**src/rtl/fetch_aligner_pkg.sv**
```systemverilog
// Shared types for the fetch aligner: fault codes, fetch package and aligned instruction records.
package fetch_aligner_pkg;

    localparam int FETCH_ID_W = 5;

    typedef logic [FETCH_ID_W-1:0] FetchID_t;

    typedef enum logic [1:0] {
        FAULT_NONE   = 2'd0,
        FAULT_ACCESS = 2'd1,
        FAULT_PAGE   = 2'd2,
        FAULT_TRUNC  = 2'd3
    } FetchFault_t;

    typedef struct packed {
        logic [127:0] instrs;
        logic [27:0]  pc;
        FetchID_t     fetch_id;
        logic [2:0]   first_valid;
        logic [2:0]   last_valid;
        logic         pred_taken;
        logic [2:0]   pred_pos;
        logic [30:0]  pred_target;
        FetchFault_t  fault;
    } FetchPkt_t;

    typedef struct packed {
        logic [31:0] instr;
        logic [31:0] pc;
        logic        compr;
        FetchID_t    fetch_id;
        logic        pred_taken;
        logic [30:0] pred_target;
        FetchFault_t fault;
    } AlignedInstr;

    function automatic AlignedInstr make_instr(
        input logic [31:0] instr,
        input logic [31:0] pc,
        input logic        compr,
        input FetchID_t    fetch_id,
        input logic        pred_taken,
        input logic [30:0] pred_target,
        input FetchFault_t fault
    );
        AlignedInstr r;
        r.instr       = instr;
        r.pc          = pc;
        r.compr       = compr;
        r.fetch_id    = fetch_id;
        r.pred_taken  = pred_taken;
        r.pred_target = pred_target;
        r.fault       = fault;
        return r;
    endfunction

endpackage

```
**src/rtl/fetch_pkt_fifo.sv**
```systemverilog
// Small package FIFO; extra pointer MSB separates full from empty, occupancy kept in a register.
module fetch_pkt_fifo
    import fetch_aligner_pkg::*;
#(
    parameter int DEPTH = 4
)(
    input  logic      clk,
    input  logic      rst,
    input  logic      flush,
    input  logic      push,
    input  FetchPkt_t push_data,
    input  logic      pop,
    output FetchPkt_t head,
    output logic      empty,
    output logic      almost_full
);
    localparam int AW = $clog2(DEPTH);
    localparam logic [AW:0] AF_LEVEL = (AW+1)'(DEPTH - 1);

    FetchPkt_t   mem [DEPTH];
    logic [AW:0] wr_ptr;
    logic [AW:0] rd_ptr;
    logic [AW:0] count;
    logic        full;
    logic        do_push;
    logic        do_pop;

    assign empty       = (wr_ptr == rd_ptr);
    assign full        = (wr_ptr[AW] != rd_ptr[AW]) && (wr_ptr[AW-1:0] == rd_ptr[AW-1:0]);
    assign do_push     = push && !full && !flush;
    assign do_pop      = pop && !empty && !flush;
    assign head        = mem[rd_ptr[AW-1:0]];
    assign almost_full = (count >= AF_LEVEL);

    // Package storage; contents are don't-care until written so no reset.
    always_ff @(posedge clk) begin
        if (do_push) mem[wr_ptr[AW-1:0]] <= push_data;
    end

    // Pointer and occupancy update; flush empties the queue outright.
    always_ff @(posedge clk or posedge rst) begin
        if (rst) begin
            wr_ptr <= '0;
            rd_ptr <= '0;
            count  <= '0;
        end else if (flush) begin
            wr_ptr <= '0;
            rd_ptr <= '0;
            count  <= '0;
        end else begin
            if (do_push) wr_ptr <= wr_ptr + 1'b1;
            if (do_pop)  rd_ptr <= rd_ptr + 1'b1;
            case ({do_push, do_pop})
                2'b10:   count <= count + 1'b1;
                2'b01:   count <= count - 1'b1;
                default: ;
            endcase
        end
    end

endmodule

```
**src/rtl/fetch_aligner.sv**
```systemverilog
// Splits buffered fetch packages into aligned RV32/RVC instructions, NUM_OUT per cycle.
module fetch_aligner
    import fetch_aligner_pkg::*;
#(
    parameter int NUM_OUT  = 4,
    parameter int BUF_PKTS = 4,
    parameter int FID_W    = FETCH_ID_W
)(
    input  logic                          clk,
    input  logic                          rst,
    input  logic                          IN_flush,
    input  logic                          IN_valid,
    input  logic [127:0]                  IN_instrs,
    input  logic [27:0]                   IN_pc,
    input  logic [FID_W-1:0]              IN_fetchID,
    input  logic [2:0]                    IN_firstValid,
    input  logic [2:0]                    IN_lastValid,
    input  logic                          IN_predTaken,
    input  logic [2:0]                    IN_predPos,
    input  logic [30:0]                   IN_predTarget,
    input  logic [1:0]                    IN_fetchFault,
    output logic                          OUT_stall,
    input  logic                          IN_stall,
    output logic [NUM_OUT-1:0]            OUT_valid,
    output logic [NUM_OUT-1:0][31:0]      OUT_instr,
    output logic [NUM_OUT-1:0][31:0]      OUT_pc,
    output logic [NUM_OUT-1:0]            OUT_compr,
    output logic [NUM_OUT-1:0][FID_W-1:0] OUT_fetchID,
    output logic [NUM_OUT-1:0]            OUT_predTaken,
    output logic [NUM_OUT-1:0][30:0]      OUT_predTarget,
    output logic [NUM_OUT-1:0][1:0]       OUT_fault
);
    localparam int SW = $clog2(NUM_OUT);
    localparam logic [SW:0] SLOTS_FULL = (SW+1)'(NUM_OUT);

    FetchPkt_t    in_pkt;
    FetchPkt_t    head;
    logic         fifo_empty;
    logic         fifo_af;
    logic         push;
    logic         pop_req;

    logic [2:0]   cursor_q, cursor_d;
    logic         started_q, started_d;
    logic         pend_valid_q, pend_valid_d;
    logic [15:0]  pend_half_q, pend_half_d;
    logic [31:0]  pend_pc_q, pend_pc_d;
    logic [27:0]  pend_pkt_pc_q, pend_pkt_pc_d;
    FetchID_t     pend_fid_q, pend_fid_d;

    AlignedInstr        out_q  [NUM_OUT];
    AlignedInstr        slot_d [NUM_OUT];
    logic [NUM_OUT-1:0] out_valid_q;
    logic [NUM_OUT-1:0] valid_d;

    logic [SW:0]  n;
    logic [3:0]   start;
    logic         stop;
    logic         skip;
    logic         scan;
    logic [15:0]  hw;
    logic [15:0]  hw_next;
    logic [143:0] ext;

    assign in_pkt.instrs      = IN_instrs;
    assign in_pkt.pc          = IN_pc;
    assign in_pkt.fetch_id    = IN_fetchID;
    assign in_pkt.first_valid = IN_firstValid;
    assign in_pkt.last_valid  = IN_lastValid;
    assign in_pkt.pred_taken  = IN_predTaken;
    assign in_pkt.pred_pos    = IN_predPos;
    assign in_pkt.pred_target = IN_predTarget;
    assign in_pkt.fault       = FetchFault_t'(IN_fetchFault);

    assign push      = IN_valid && !fifo_af && !IN_flush;
    assign OUT_stall = fifo_af;
    assign OUT_valid = out_valid_q;

    fetch_pkt_fifo #(.DEPTH(BUF_PKTS)) u_fifo (
        .clk         (clk),
        .rst         (rst),
        .flush       (IN_flush),
        .push        (push),
        .push_data   (in_pkt),
        .pop         (pop_req && !IN_stall),
        .head        (head),
        .empty       (fifo_empty),
        .almost_full (fifo_af)
    );

    // Extract the next group of instructions from the head package (and any pending low half).
    always_comb begin
        for (int i = 0; i < NUM_OUT; i++) slot_d[i] = '0;
        valid_d       = '0;
        pop_req       = 1'b0;
        cursor_d      = cursor_q;
        started_d     = started_q;
        pend_valid_d  = pend_valid_q;
        pend_half_d   = pend_half_q;
        pend_pc_d     = pend_pc_q;
        pend_pkt_pc_d = pend_pkt_pc_q;
        pend_fid_d    = pend_fid_q;
        n       = '0;
        start   = {1'b0, started_q ? cursor_q : head.first_valid};
        stop    = 1'b0;
        skip    = 1'b0;
        scan    = 1'b0;
        hw      = '0;
        hw_next = '0;
        ext     = {16'h0, head.instrs};

        if (!fifo_empty) begin
            if (pend_valid_q) begin
                pend_valid_d = 1'b0;
                if (head.fault == FAULT_NONE && head.first_valid == 3'd0 &&
                    head.pc == pend_pkt_pc_q + 28'd1 &&
                    head.fetch_id == FetchID_t'(pend_fid_q + 1'b1)) begin
                    slot_d[0] = make_instr({head.instrs[15:0], pend_half_q}, pend_pc_q, 1'b0,
                                           head.fetch_id, head.pred_taken && head.pred_pos == 3'd0,
                                           head.pred_target, FAULT_NONE);
                    valid_d[0] = 1'b1;
                    n     = (SW+1)'(1);
                    start = 4'd1;
                    scan  = 1'b1;
                end else begin
                    slot_d[0] = make_instr({16'h0, pend_half_q}, pend_pc_q, 1'b0, pend_fid_q,
                                           1'b0, '0, FAULT_TRUNC);
                    valid_d[0] = 1'b1;
                end
            end else if (head.fault != FAULT_NONE) begin
                slot_d[0] = make_instr(32'h0, {head.pc, head.first_valid, 1'b0}, 1'b0,
                                       head.fetch_id, 1'b0, '0, head.fault);
                valid_d[0] = 1'b1;
                pop_req    = 1'b1;
            end else begin
                scan = 1'b1;
            end

            if (scan) begin
                for (int h = 0; h < 8; h++) begin
                    hw      = ext[16*h +: 16];
                    hw_next = ext[16*(h+1) +: 16];
                    if (skip) begin
                        skip = 1'b0;
                    end else if (!stop && 4'(h) >= start && 3'(h) <= head.last_valid) begin
                        if (n == SLOTS_FULL) begin
                            stop     = 1'b1;
                            cursor_d = 3'(h);
                        end else if (hw[1:0] == 2'b11 && h == 7) begin
                            pend_valid_d  = 1'b1;
                            pend_half_d   = hw;
                            pend_pc_d     = {head.pc, 3'd7, 1'b0};
                            pend_pkt_pc_d = head.pc;
                            pend_fid_d    = head.fetch_id;
                        end else if (hw[1:0] == 2'b11 && 3'(h+1) > head.last_valid) begin
                            slot_d[n[SW-1:0]]  = make_instr({16'h0, hw}, {head.pc, 3'(h), 1'b0}, 1'b0,
                                                            head.fetch_id, 1'b0, '0, FAULT_TRUNC);
                            valid_d[n[SW-1:0]] = 1'b1;
                            n = n + 1'b1;
                        end else if (hw[1:0] == 2'b11) begin
                            slot_d[n[SW-1:0]]  = make_instr({hw_next, hw}, {head.pc, 3'(h), 1'b0}, 1'b0,
                                                            head.fetch_id,
                                                            head.pred_taken && head.pred_pos == 3'(h+1),
                                                            head.pred_target, FAULT_NONE);
                            valid_d[n[SW-1:0]] = 1'b1;
                            n    = n + 1'b1;
                            skip = 1'b1;
                        end else begin
                            slot_d[n[SW-1:0]]  = make_instr({16'h0, hw}, {head.pc, 3'(h), 1'b0}, 1'b1,
                                                            head.fetch_id,
                                                            head.pred_taken && head.pred_pos == 3'(h),
                                                            head.pred_target, FAULT_NONE);
                            valid_d[n[SW-1:0]] = 1'b1;
                            n = n + 1'b1;
                        end
                    end
                end
                if (stop) started_d = 1'b1;
                else      pop_req   = 1'b1;
            end

            if (pop_req) begin
                started_d = 1'b0;
                cursor_d  = 3'd0;
            end
        end
    end

    // Output and alignment state registers; flush clears, decode stall freezes.
    always_ff @(posedge clk or posedge rst) begin
        if (rst) begin
            out_q         <= '{default: '0};
            out_valid_q   <= '0;
            cursor_q      <= '0;
            started_q     <= 1'b0;
            pend_valid_q  <= 1'b0;
            pend_half_q   <= '0;
            pend_pc_q     <= '0;
            pend_pkt_pc_q <= '0;
            pend_fid_q    <= '0;
        end else if (IN_flush) begin
            out_valid_q  <= '0;
            cursor_q     <= '0;
            started_q    <= 1'b0;
            pend_valid_q <= 1'b0;
        end else if (!IN_stall) begin
            out_q         <= slot_d;
            out_valid_q   <= valid_d;
            cursor_q      <= cursor_d;
            started_q     <= started_d;
            pend_valid_q  <= pend_valid_d;
            pend_half_q   <= pend_half_d;
            pend_pc_q     <= pend_pc_d;
            pend_pkt_pc_q <= pend_pkt_pc_d;
            pend_fid_q    <= pend_fid_d;
        end
    end

    // Unpack the registered slot records onto the flat output ports.
    always_comb begin
        for (int i = 0; i < NUM_OUT; i++) begin
            OUT_instr[i]      = out_q[i].instr;
            OUT_pc[i]         = out_q[i].pc;
            OUT_compr[i]      = out_q[i].compr;
            OUT_fetchID[i]    = out_q[i].fetch_id;
            OUT_predTaken[i]  = out_q[i].pred_taken;
            OUT_predTarget[i] = out_q[i].pred_target;
            OUT_fault[i]      = out_q[i].fault;
        end
    end

endmodule

```
**config.mk**
```make
export PLATFORM = sky130hd
export DESIGN_NAME = fetch_aligner
export DESIGN_NICKNAME = d
export VERILOG_FILES = /design/src/rtl/fetch_aligner_pkg.sv /design/src/rtl/fetch_pkt_fifo.sv /design/src/rtl/fetch_aligner.sv
export SDC_FILE = /design/constraint.sdc
export NUM_CORES = 2
export LEC_CHECK = 0
export CAP_MARGIN = 40
export CELL_PAD_IN_SITES_DETAIL_PLACEMENT = 2
export CELL_PAD_IN_SITES_GLOBAL_PLACEMENT = 2
export CORE_MARGIN = 8
export CORE_UTILIZATION = 30
export DETAILED_ROUTE_END_ITERATION = 8
export GPL_TIMING_DRIVEN = 0
export PLACE_DENSITY = 0.74
export SYNTH_ARGS = -nofsm -noshare
export SYNTH_HDL_FRONTEND = slang
export SYNTH_HIERARCHICAL = 1
export SYNTH_SLANG_ARGS = --single-unit
```
**constraint.sdc**
```tcl
create_clock -name clk -period 15.5 [get_ports clk]
set_input_delay 3.1 -clock clk [delete_from_list [all_inputs] [get_ports clk]]
set_output_delay 3.1 -clock clk [all_outputs]
set_load 0.02 [all_outputs]
```
* Word-level counts from Yosys, hierarchy flattened
Memory sizes are Yosys's and may differ from the RTL's.
Cells that the tools add are included.
** Word-level totals
- Memories kept :: 1
- Memory bits (writable) :: 816
- Input bits :: 209
- Bits in registers :: 514
** Cells by class
- Equal/unequal tests :: 32
- $lt $le $gt $ge :: 57
- Add/sub/neg operators :: 13
- Mux-type cells :: 348
- Bitwise logic cells :: 21
- Reductions and logical operators :: 84
** Memory list
- u_fifo.mem :: words 4, width 204, rd ports 1, clocked after Yosys merged registers in 0, wr ports 1, RTL line fetch_pkt_fifo.sv:20 : FetchPkt_t mem [DEPTH];
** Operators with widths (number)
- two-way mux 416 bit :: 55
- bitwise mux 416 bit :: 23
- demux 104 bit (select 2 bit) :: 8
- two-way mux 104 bit :: 11
- two-way mux 3 bit :: 73
- two-way mux 4 bit :: 43
- two-way mux 1 bit :: 125
- two-way mux 72 bit :: 1
- logical AND 1 bit :: 58
- equality test 3 bit (second input constant) :: 12
- adder 3 x 1 -> 3 bit (second input constant) :: 10
- adder 28 x 1 -> 28 bit (second input constant) :: 1
- equality test 28 bit :: 1
- OR 4 bit :: 7
- >= comparator 3 bit (second input constant) :: 8
- less-than comparator 2 x 3 -> 1 bit (second input constant) :: 8
- less-than comparator 3 x 1 -> 1 bit (second input constant) :: 8
- NOT 2 -> 3 bit :: 8
- equality test 2 bit (second input constant) :: 9
- demux 1 bit (select 2 bit) :: 8
- >= comparator 2 x 1 -> 1 bit (second input constant) :: 8
- >= comparator 3 x 4 -> 1 bit (first input constant) :: 4
- > comparator 3 bit (first input constant) :: 4
- less-or-equal comparator 3 bit (first input constant) :: 4
- other kinds (29) :: 58

* Longest topological paths before layout
An unclocked memory read counts as a cell.
- Word-level depth :: 76
- Gate-level depth with buffers :: 55
- Gate-level depth less buffers :: 46

* By module
Netlist, hierarchy kept.
** Modules (own cells, without submodules)
- fetch_pkt_fifo :: cells each 1150, times used 1, area each 30075.1 um^2
- fetch_aligner :: cells each 3449, times used 1, area each 29982.5 um^2

* Worst setup path before layout
No wires, ideal clock.
- Kind :: flip-flop to flip-flop
- From :: register u_fifo.rd_ptr[0]
- To :: register u_fifo.count[2]
- Period minus slack after synthesis :: 11.685 ns
- Cell stages (with the launch flop) :: 53
- Buffers on the path :: 10
- Arrival time :: 11.550 ns
- Path slack :: 3.815 ns
- Setup time :: 0.135 ns
- Path through :: dfrtp_1 buf_4 buf_2 buf_2 mux4_2 buf_1 nor4b_1 a31oi_1 o21bai_1 or4_4 nor4_4 a21oi_1 clkbuf_1 clkbuf_1 ha_1 clkbuf_1 xnor2_1 inv_1 (+17 left out) or2_1 buf_2 ha_1 inv_1 a221oi_1 o21ai_0 a211oi_2 o21ai_1 o22ai_1 nor3_1 clkbuf_1 o31ai_2 nor3b_1 fa_1 or3b_2 a2bb2oi_1 o31a_1 nor3_1
** RTL lines
- start, declared :: RTL line fetch_pkt_fifo.sv:22 : logic [AW:0] rd_ptr;
- start signal, assigned :: RTL line fetch_pkt_fifo.sv:52 : if (do_pop) rd_ptr <= rd_ptr + 1'b1;
- end signal, assigned :: RTL line fetch_pkt_fifo.sv:54 : 2'b10: count <= count + 1'b1;
- end signal, assigned :: RTL line fetch_pkt_fifo.sv:55 : 2'b01: count <= count - 1'b1;
- end, declared :: RTL line fetch_pkt_fifo.sv:23 : logic [AW:0] count;

==> results by group <==
Finish
  • Nets@finish: about 5700
  • Layout area overhead: 26.2%
  • Fillers: around 20000
  • Share of layout cells above drive strength 1: roughly an eighth
  • Final instance area: 0.0758 mm^2
  • Multi-input gate area: 0.0217 mm^2
  • Sequential cell area: between 0.03 and 0.04 mm^2

Critical path
  • Reg-to-reg slack, setup: ~760 ps
  • CP Max Fanout: 11
  • Buf/Inv on CP: 15
  • Most used cell along the critical path: ha_1
  • CP required: roughly 16000 ps
  • Critical path's largest stage delay: 690 ps
  • Crit Path Category: reg -> reg
  • Startpoint types: flip-flop
  • Slowest CP cell: mux4_2
  • Arr. time, crit path: ~15000 ps
  • Worst setup EP type: flip-flop
  • Crit-path leading delay family: compound AO/OA/AOI/OAI gates

Floorplanning
  • Die footprint: about 0.21 mm^2
  • Core area: 0.199 mm^2
  • Initial Util: a little under a third
  • Row count: 164
  • IO Count: 630
  • DIE HEIGHT: 463 um
  • Die X: 463 um

Status
  • Run status: complete, no violations

Synthesis
  • Mux share of post-synthesis cell area: about a tenth
  • Seq/Total Area, Yosys: between 60% and 70%
  • Number of flops mapped to enable cells by yosys: between 800 and 900
  • Avg Inst Size Synth: ~13 um^2
  • Cells after synthesis: approximately 4600
  • Synth Cell Area: 0.0601 mm^2
  • Post-synth ARST share: 36.9%
  • Count leader, synth: edfxtp_1
  • Synth top area cells: edfxtp_1 41%, dfrtp_1 20%, mux4_2 7.6%, a32o_1 4.0%, nand2_1 2.6%
  • Synth top area share: between 40% and 50%
  • Compound-Gate Fraction of Synth Area: between 15 and 20%
  • Simple-gate area share of the yosys netlist: between 8 and 9%
  • Post-Synth Adder-Cell Area: less than 1%
  • Main flop type after synthesis: edfxtp_1
  • Distinct cells, synth: 111
  • Number of synthesized register bits: ~1300
  • Main combinational cell family by area after synthesis: compound AO/OA/AOI/OAI gates
  • YS warnings: 6
  • Synth top cells by count: 816 x edfxtp_1, 477 x dfrtp_1, 415 x nand2_1, 311 x clkbuf_1, 237 x a32o_1
  • Post-Synth XOR/XNOR Area: less than 1%
  • Leading area contributor after synthesis: edfxtp_1

Pwr
  • Worst VDD drop: just over 90 uV
  • Logic pwr share: ~17%
  • Sw Ratio: 29.6%
  • Flop pwr share: between 40% and 50%
  • Power Dens Cells: ~110 mW/mm^2
  • Tot Pwr: around 8.6 mW
  • NetSw: 2.55 mW
  • Total internal power: slightly above 6 mW
  • Clk pwr share: 39.6%
  • LEAKAGE: 27.0 nW

Placed design
  • Post-placement worst setup slack: -1050 ps
  • Gpl congestion: between 0.9 and 1
  • Detailed placement HPWL: around 250000 um
  • Port buffer count: about 630
  • Placed inst area: between 0.07 and 0.08 mm^2

Job
  • MaxCap Viol Count: 0

Clock network
  • CTS max path bufs: 3
  • Root Buffer: clkbuf_16
  • Worst-path clk slew: 60 ps
  • Insertion delay to the later sink of the worst-skew pair: around 850 ps
  • CTS Buf Count: 142
  • CTS sink count: between 1000 and 1500
  • H-tree Lvls: 4
  • CTS tree: yes
  • # hold bufs at CTS: 0

Timing
  • Rel. slew slack: between 30 and 40%
  • Final period util: roughly 95%
  • F_max: slightly below 70 MHz
  • Hold Slack: 484 ps
  • Endpoints failing setup: 0
  • Fin worst setup slack: around 760 ps
  • Max Transition Viols Final: 0
  • Final worst path period need: about 15000 ps
  • Final Skew: roughly 50 ps
  • Worst slew pin tran: about 1000 ps
  • Final hold vios: 0

GRT
  • Largest net degree at the start of global routing: 55
  • Grt total ovfl: 0
  • Initial antenna violation count: 47
  • GRT Total Usage: 28.7%
  • First-pass GRT wire length: 439000 um
  • Vias in the first global route: approximately 52000

Drt
  • Final ANT Viol Nets: 0
  • # DRC: 0
  • Via density: 6.03
  • WL per Instance: between 30 and 40 um
  • WL final: ~320000 um
  • Drt first pass iters: 5
  • First-iteration detailed-routing DRC count: ~5400
  • DR vias: between 40000 and 50000

Min path
  • Worst hold-check path type: reg -> reg
## cell type report
cell class	instances	area share, %
multi-input cells	2833	28.7
diodes	16	0.0528
well taps	2656	4.38
flip-flops and latches	1293	48.1
inverters	42	0.213
plain buffers	429	2.40
clock buffers	208	5.25
repair buffers	723	10.1
clock inverters	55	0.850
## power by group through the flow
stage	combinational [mW]	sequential [mW]	clock, mW
2_1_floorplan	0.617	3.88	0
3_3_place_gp	1.30	3.86	0
3_5_place_dp	1.37	3.85	0
4_1_cts	1.38	3.78	3.48
5_1_grt	1.45	3.79	3.59
6_report	1.42	3.78	3.41
## per-stage QoR
step | setup TNS, ps | util, % | cells
3_3_place_gp | -676 | 34.9 | 7883
4_1_cts | 0 | 37.9 | 8238
2_1_floorplan | 0 | - | 4602
6_report | 0 | 38.0 | 8255
3_5_place_dp | -9780 | 35.6 | 7976
5_1_grt | -24.5 | 38.0 | 8245
## worst paths after layout
kind	startpoint	end	cells past startpoint
max in group asynchronous	rst	OUT_pc[21]	7
hold reg to reg	OUT_compr[1]	OUT_compr[1]	1
hold / removal	OUT_compr[1]	OUT_compr[1]	1
setup reg to reg	u_fifo/rd_ptr[0]	u_fifo/count[2]	54
setup / recovery	u_fifo/rd_ptr[0]	u_fifo/count[2]	54
min in group asynchronous	rst	u_fifo/wr_ptr[0]	2
## sequential cells by signal (all words and copies together) (netlist names), 3 cells and up
signal and count:
u_fifo/mem 816, cursor_q 3, u_fifo/wr_ptr 3, OUT_fetchID 20, u_fifo/count 3, OUT_instr 128, OUT_predTarget 124, OUT_fault 5
u_fifo/rd_ptr 3, OUT_compr 4, OUT_valid 4, OUT_pc 124, OUT_predTaken 4, pend_half_q 16, pend_pkt_pc_q 28, pend_fid_q 5
## layer usage
metal | GRT usage, % | routed length, um | vias to the layer above
met5 | 0 | 203 | -
met4 | 14.7 | 19700 | 32
met3 | 6.41 | 25600 | 679
met2 | 46.6 | 149000 | 2619
met1 | 35.9 | 125000 | 26500
li1 | - | - | 19900
## cell usage in the layout, fill, tap and decap left out, types with 25 or more instances in the layout
master,count
a32o_1,237
a221oi_1,35
mux2_4,45
a31oi_1,86
o211ai_1,95
mux4_2,204
a211oi_1,47
buf_1,30
o22ai_1,71
clkbuf_16,143
and2_1,29
a221o_1,38
a22o_1,74
o21ai_0,227
nand3_1,230
buf_6,30
mux2i_1,57
clkdlybuf4s50_1,625
buf_2,74
clkbuf_1,351
edfxtp_1,816
nor2_1,215
ha_1,37
nor3_1,69
nand2_1,415
a22oi_1,25
dfrtp_1,477
a21oi_1,217
and3_1,30
inv_1,39
## worst register-to-register path: cells and delay by family (launching register included)
kind                       cells  cell delay, ps
buffers and inverters         15            3520
AOI/OAI and AO/OA             18            5140
muxes                          1             690
and+or+nand+nor               11            2050
xor gates and xnor gates       2             660
adders and majority gates      7            2190
DFF                            1             360
## logic make-up (layout without fill, tap and decap cells)
logic type / count (synthesis) / count (layout)
flops: 1293 / 1293
xor+xnor: 42 / 42
fa+ha+maj: 38 / 38
buf+inv: 476 / 1457
mux: 314 / 314
compound gates: 1295 / 1295
other cells: 1 / 20
simple gates: 1140 / 1140
## repair_timing
item,in CTS,in global routing
setup endpoints to repair,74,41
gates resized for setup,10,21
pin swaps,0,1
buffers inserted,0,4
(Power assumes the default switching activity.)
